**src/rtl/fpu_wb_pkg.sv**
```systemverilog
// Types and constants shared between the FPU top-level and its writeback buffer.
package fpu_wb_pkg;

  // Bit positions inside the 5-bit IEEE status vector {NV,DZ,OF,UF,NX}.
  localparam int FLAG_NV = 4;
  localparam int FLAG_DZ = 3;
  localparam int FLAG_OF = 2;
  localparam int FLAG_UF = 1;
  localparam int FLAG_NX = 0;

  localparam int STATUS_W = 5;

  typedef logic [STATUS_W-1:0] fpu_status_t;

  // Tag carried alongside each operation; the FPU top's TagType is this struct.
  typedef struct packed {
    logic [4:0] rd;
    logic       int_dst;
  } fpu_tag_t;

  // Occupancy of the result buffer.
  typedef enum logic [1:0] {
    OCC_EMPTY   = 2'd0,
    OCC_PARTIAL = 2'd1,
    OCC_FULL    = 2'd2
  } occ_state_t;

endpackage

```
**src/rtl/fpu_result_fifo.sv**
```systemverilog
// Generic DEPTH-entry pointer FIFO with synchronous flush. Extra pointer MSB
// separates full from empty; storage is reset so the head reads 0 when idle.
module fpu_result_fifo #(
  parameter int DEPTH = 2,
  parameter int DW    = 8
) (
  input  logic                       clk_i,
  input  logic                       rst_ni,
  input  logic                       flush_i,
  input  logic                       push,
  input  logic                       pop,
  input  logic [DW-1:0]              wdata,
  output logic [DW-1:0]              rdata,
  output logic [$clog2(DEPTH):0]     count
);

  localparam int AW = $clog2(DEPTH);

  logic [DW-1:0] mem [DEPTH];
  logic [AW:0]   wr_ptr, rd_ptr;

  // Entry storage: written only on an accepted push.
  always_ff @(posedge clk_i or negedge rst_ni) begin
    if (!rst_ni) begin
      for (int i = 0; i < DEPTH; i++) mem[i] <= '0;
    end else if (push) begin
      mem[wr_ptr[AW-1:0]] <= wdata;
    end
  end

  // Pointer update; flush wins over any push/pop in the same cycle.
  always_ff @(posedge clk_i or negedge rst_ni) begin
    if (!rst_ni) begin
      wr_ptr <= '0;
      rd_ptr <= '0;
    end else if (flush_i) begin
      wr_ptr <= '0;
      rd_ptr <= '0;
    end else begin
      if (push) wr_ptr <= wr_ptr + 1'b1;
      if (pop)  rd_ptr <= rd_ptr + 1'b1;
    end
  end

  assign rdata = mem[rd_ptr[AW-1:0]];
  assign count = wr_ptr - rd_ptr;

endmodule

```
**src/rtl/fpu_result_buffer.sv**
```systemverilog
// Result buffer between the FPU and register-file writeback. Queues results in
// order, retires them over valid/ready and accumulates sticky fflags on retire.
module fpu_result_buffer
  import fpu_wb_pkg::*;
#(
  parameter int DEPTH = 2,
  parameter int WIDTH = 32
) (
  input  logic                   clk_i,
  input  logic                   rst_ni,
  input  logic                   flush_i,
  input  logic                   fpu_valid_i,
  output logic                   fpu_ready_o,
  input  logic [WIDTH-1:0]       fpu_result_i,
  input  logic [4:0]             fpu_status_i,
  input  fpu_tag_t               fpu_tag_i,
  output logic                   wb_valid_o,
  input  logic                   wb_ready_i,
  output logic [WIDTH-1:0]       wb_data_o,
  output logic [4:0]             wb_rd_o,
  output logic                   wb_int_o,
  output logic [4:0]             fflags_o,
  input  logic                   fflags_wr_i,
  input  logic [4:0]             fflags_wdata_i,
  output logic [$clog2(DEPTH):0] count_o,
  output logic                   busy_o
);

  localparam int CW = $clog2(DEPTH) + 1;

  typedef struct packed {
    logic [WIDTH-1:0] result;
    fpu_status_t      status;
    fpu_tag_t         tag;
  } entry_t;

  entry_t     wentry, head;
  logic       push, pop;
  logic [CW-1:0] cnt_nxt;
  occ_state_t state;

  // Handshake qualifiers: ready/valid are registered, so no wb_ready_i -> fpu_ready_o path.
  assign push = fpu_valid_i & fpu_ready_o & ~flush_i;
  assign pop  = wb_valid_o  & wb_ready_i  & ~flush_i;

  assign wentry = '{result: fpu_result_i, status: fpu_status_i, tag: fpu_tag_i};

  fpu_result_fifo #(
    .DEPTH (DEPTH),
    .DW    ($bits(entry_t))
  ) u_fifo (
    .clk_i   (clk_i),
    .rst_ni  (rst_ni),
    .flush_i (flush_i),
    .push    (push),
    .pop     (pop),
    .wdata   (wentry),
    .rdata   (head),
    .count   (count_o)
  );

  // Occupancy the FIFO will hold after this edge; flush forces empty.
  always_comb begin
    cnt_nxt = count_o + CW'(push) - CW'(pop);
    if (flush_i) cnt_nxt = '0;
  end

  // Occupancy FSM with registered valid/ready so both track count_o exactly.
  always_ff @(posedge clk_i or negedge rst_ni) begin
    if (!rst_ni) begin
      state       <= OCC_EMPTY;
      wb_valid_o  <= 1'b0;
      fpu_ready_o <= 1'b1;
    end else begin
      if (cnt_nxt == '0) begin
        state       <= OCC_EMPTY;
        wb_valid_o  <= 1'b0;
        fpu_ready_o <= 1'b1;
      end else if (cnt_nxt == CW'(DEPTH)) begin
        state       <= OCC_FULL;
        wb_valid_o  <= 1'b1;
        fpu_ready_o <= 1'b0;
      end else begin
        state       <= OCC_PARTIAL;
        wb_valid_o  <= 1'b1;
        fpu_ready_o <= 1'b1;
      end
    end
  end

  // Sticky flags: CSR write replaces, a retiring result always ORs its flags in.
  always_ff @(posedge clk_i or negedge rst_ni) begin
    if (!rst_ni) fflags_o <= '0;
    else         fflags_o <= (fflags_wr_i ? fflags_wdata_i : fflags_o) |
                             (pop ? head.status : 5'b0);
  end

  assign wb_data_o = head.result;
  assign wb_rd_o   = head.tag.rd;
  assign wb_int_o  = head.tag.int_dst;
  assign busy_o    = (state != OCC_EMPTY);

endmodule

```
**config.mk**
```make
export PLATFORM = sky130hd
export DESIGN_NAME = fpu_result_buffer
export DESIGN_NICKNAME = d
export VERILOG_FILES = /design/src/rtl/fpu_wb_pkg.sv /design/src/rtl/fpu_result_fifo.sv /design/src/rtl/fpu_result_buffer.sv
export SDC_FILE = /design/constraint.sdc
export NUM_CORES = 1
export LEC_CHECK = 0
export ABC_AREA = 1
export BUFFER_PORTS_ARGS = -buffer_cell sky130_fd_sc_hd__buf_2
export CAP_MARGIN = 20
export CORE_ASPECT_RATIO = 0.5
export CORE_MARGIN = 4
export CORE_UTILIZATION = 49
export DETAILED_ROUTE_END_ITERATION = 16
export GPL_TIMING_DRIVEN = 0
export PLACE_DENSITY_LB_ADDON = 0.15
export SLEW_MARGIN = 0
export SYNTH_ARGS = -nofsm -noshare
export SYNTH_HDL_FRONTEND = slang
export SYNTH_SLANG_ARGS = --single-unit
```
**constraint.sdc**
```tcl
create_clock -name clk_i -period 1.7 [get_ports clk_i]
set_clock_uncertainty 0.05 [all_clocks]
set_input_delay 0.34 -clock clk_i [delete_from_list [all_inputs] [get_ports clk_i]]
set_output_delay 0.34 -clock clk_i [all_outputs]
set_load 0.005 [all_outputs]
```
==> impl_results.md <==
- Status: finished with violations
- Failing checks: negative setup slack
- Post-synth EDFFs: 0
- GRT Total Usage: 20.44%
- Fill cells: 761
- Reg2Reg Setup Slack: -0.09 ns
- DP Worst Slack: -0.2677 ns
- Netlist Area Pre-Place: 4442 µm²
- H-Tree Depth: 3
- CTS tree: yes
- Initial antenna violation count: 0
- CTS root buffer: clkbuf_16
- RSZ-0062 raised after global routing: yes
- Routed WL: 10700 µm
- Grt total ovfl: 0
- Setup crit start: u_fifo.rd_ptr[0]
- Die height: 75.33 µm
- Type of origin of the critical path: flop
- Worst-Margin Slew: between 0.5 and 0.6 ns
- PortBufs: 100
- Die Area: 10740 µm²
- Num CTS Buffers: 9
- Yosys cell types: 22
- Die Width: 142.6 µm
- Placed cells: between 700 and 800
- Initial core utilization: 50.66%
- Internal power: about 5.5 mW
- Sequential Power Share: between 40% and 50%
- Mapped Cells: between 500 and 600
- CP Data Required Time: 1.31 ns
- Core Util, Final: 64.87%
- Worst skew pair latency: ~0.34 ns
- Share of cells above drive strength 1: 26.97%
- Vias in the first global route: 3622
- Final WS setup: -0.1092 ns
- P_sw: between 2 and 3 mW
- # IOs: 102
- Cell count of the worst reg-to-reg path: 11
- Capturing point of the worst reg2reg path: state[1]
- Placed cell area: 5119 µm²
- Clock power frac: 22.5%
- Worst Path Max Fanout: 10
- Initial DRC count: 226
- Post-synth ARST share: 100.0%
- Clock buffer depth: 2
- Synth Register Bits: 99
- Pwr dens: 1471 nW/µm²
- Count leader, synth: nand2_1
- Worst-path clk slew: 0.07 ns
- Finished Cell Area: between 5000 and 6000 µm²
- Vias: 3786
- Final setup fails: 42
- Core Rows: 24
- F_max: 0.5527 GHz
- Non-filler cells, final: 788
- First-pass GRT wire length: 17240 µm
- Detail Route Antenna Nets: 0
- Area leader, netlist: dfrtp_1
- R2r startpoint: fpu_ready_o
- DRC Markers: 0
- Mean Syn Cell Area: between 8 and 9 µm²
- Synth top area share: between 50% and 60%
- Commonest cells post-synth: nand2_1 (238), dfrtp_1 (98), o21ai_1 (74)
- Nets: 723
- Final Total Pwr: approximately 8.4 mW
- Final Max Slew Viols: 0
- Crit path DAT: 1.42 ns
- Clk sinks: 99
- Setup crit end kind: output pin
- Hold WS: about 0.19 ns
- Sw Ratio: approximately 34%
- Area contributors post-synth: dfrtp_1 (55%), nand2_1 (20%), o21ai_1 (8.3%)
- Combinational power share: about a third
- Final Critical Period: 1.809 ns
- Max-Cap Viols: 0
- Synthesized Nets: 599
- Core area: 8768 µm²
- CP Class: reg2out
- CP Capture Point: wb_data_o[21]
- Via density: between 4 and 5
- Layout area overhead: 28.06%
- Period utilisation layout: 106.4%
- Ys Warns: 0
- Relative slew slack: about two thirds
- Largest net degree at the start of global routing: 73
- Antenna diodes: 0
- Top FF cell, synth: dfrtp_1
- Final Hold Viols: 0
- Leakage: 3.158 nW
- Seq/Total Area, Yosys: 55.80%
- DRT Pass-1 Iters: 5
- Worst vdd ir: about 760 µV
- Worst hold path type: in2reg
- Per-cell routed wire length: 13.57 µm
- Placer Congestion: ~0.77
- Total negative slack: -2.922 ns
- Post-DP HPWL: 7151 µm
power groups by stage:
stage | Sequential [mW] | Clock [mW] | Combinational, mW
final | 3.71 | 1.88 | 2.77
after detailed placement | 3.73 | 0 | 2.52
after floorplan | 3.64 | 0 | 1.59
after global placement | 3.69 | 0 | 2.45
after CTS | 3.70 | 1.91 | 2.72
after global routing | 3.82 | 2.02 | 3.17
registers in the layout, summed over array words and instances, names as in the netlist:
| name | flops |
|---|---|
| u_fifo.rd_ptr | 2 |
| state | 2 |
| fpu_ready_o | 1 |
| fflags_o | 5 |
| u_fifo.wr_ptr | 2 |
| wb_valid_o | 1 |
| u_fifo.mem | 86 |
layout by cell type (no fill, tap or decap), types with 2 or more instances in the layout:
| master | Yosys | layout |
|---|---|---|
| a21oi_1 | 3 | 3 |
| nand2_2 | 3 | 4 |
| buf_2 | 8 | 101 |
| ha_4 | 0 | 3 |
| clkinv_2 | 0 | 2 |
| nand2_4 | 0 | 3 |
| dfrtp_1 | 98 | 98 |
| buf_4 | 0 | 11 |
| buf_8 | 0 | 8 |
| inv_1 | 59 | 55 |
| o21ai_1 | 74 | 74 |
| nand3_2 | 0 | 2 |
| nand3_1 | 6 | 4 |
| nor2_4 | 1 | 2 |
| inv_2 | 2 | 5 |
| nand2_1 | 238 | 234 |
| o21ai_2 | 6 | 6 |
| clkinvlp_4 | 0 | 3 |
| o21ai_0 | 9 | 9 |
| buf_6 | 10 | 10 |
| clkbuf_2 | 0 | 3 |
| o211ai_1 | 5 | 5 |
| clkbuf_16 | 0 | 9 |
| clkbuf_1 | 8 | 4 |
timing repair:
item                                   in CTS  in global routing
setup endpoints to repair                  42                 64
pin swaps                                  10                  8
endpoints found under the hold margin      26                  0
buffers inserted                            6                  6
gates resized for setup                    41                 18
hold buffers                                1                  0
area by class of cell:
cell class | count | area, µm² | share of cell area [%]
Tap cell | 117 | 146.4 | 2.574
Multi-Input combinational cell | 354 | 1634 | 28.73
Clock inverter | 6 | 41.29 | 0.7259
Timing Repair Buffer | 113 | 635.6 | 11.17
Clock buffer | 10 | 229.0 | 4.026
Inverter | 61 | 236.5 | 4.158
Sequential cell | 99 | 2479 | 43.58
Buffer | 28 | 286.5 | 5.037
cell families after synthesis:
group           share of synthesized area [%]
compound gates                          11.72
xor+xnor                               0.1972
fa+ha+maj                              0.8452
buf+inv                                 9.437
flops                                   55.80
simple gates                            22.00
worst min path at each step:
stage	startpoint	endpoint	slack, ns	cells past startpoint
after floorplan	rst_ni	fflags_o[0]	-0.006	0
after global placement	u_fifo.mem[0]	u_fifo.mem[0]	0.41	2
after detailed placement	rst_ni	fflags_o[3]	0.24	1
after CTS	fflags_wdata_i[1]	fflags_o[1]	0.17	3
after global routing	fflags_wdata_i[1]	fflags_o[1]	0.18	3
final	fflags_wdata_i[1]	fflags_o[1]	0.19	3
routing by layer:
layer	GRT usage, %	routed length [µm]	share of wire, %
met2	33.68	4863	45
met1	27.80	5085	48
met4	4.320	101	0.94
met5	0	0	0
met3	5.643	646	6.0
critical path, stage by stage, from the launching register on:
cell and delay [ns]:
dfrtp_1 0.43, buf_6 0.18, inv_8 0.08, buf_8 0.14, nand2_1 0.06, nand2_1 0.07, buf_2 0.12
Note: power is estimated with default switching activity, not from simulation.
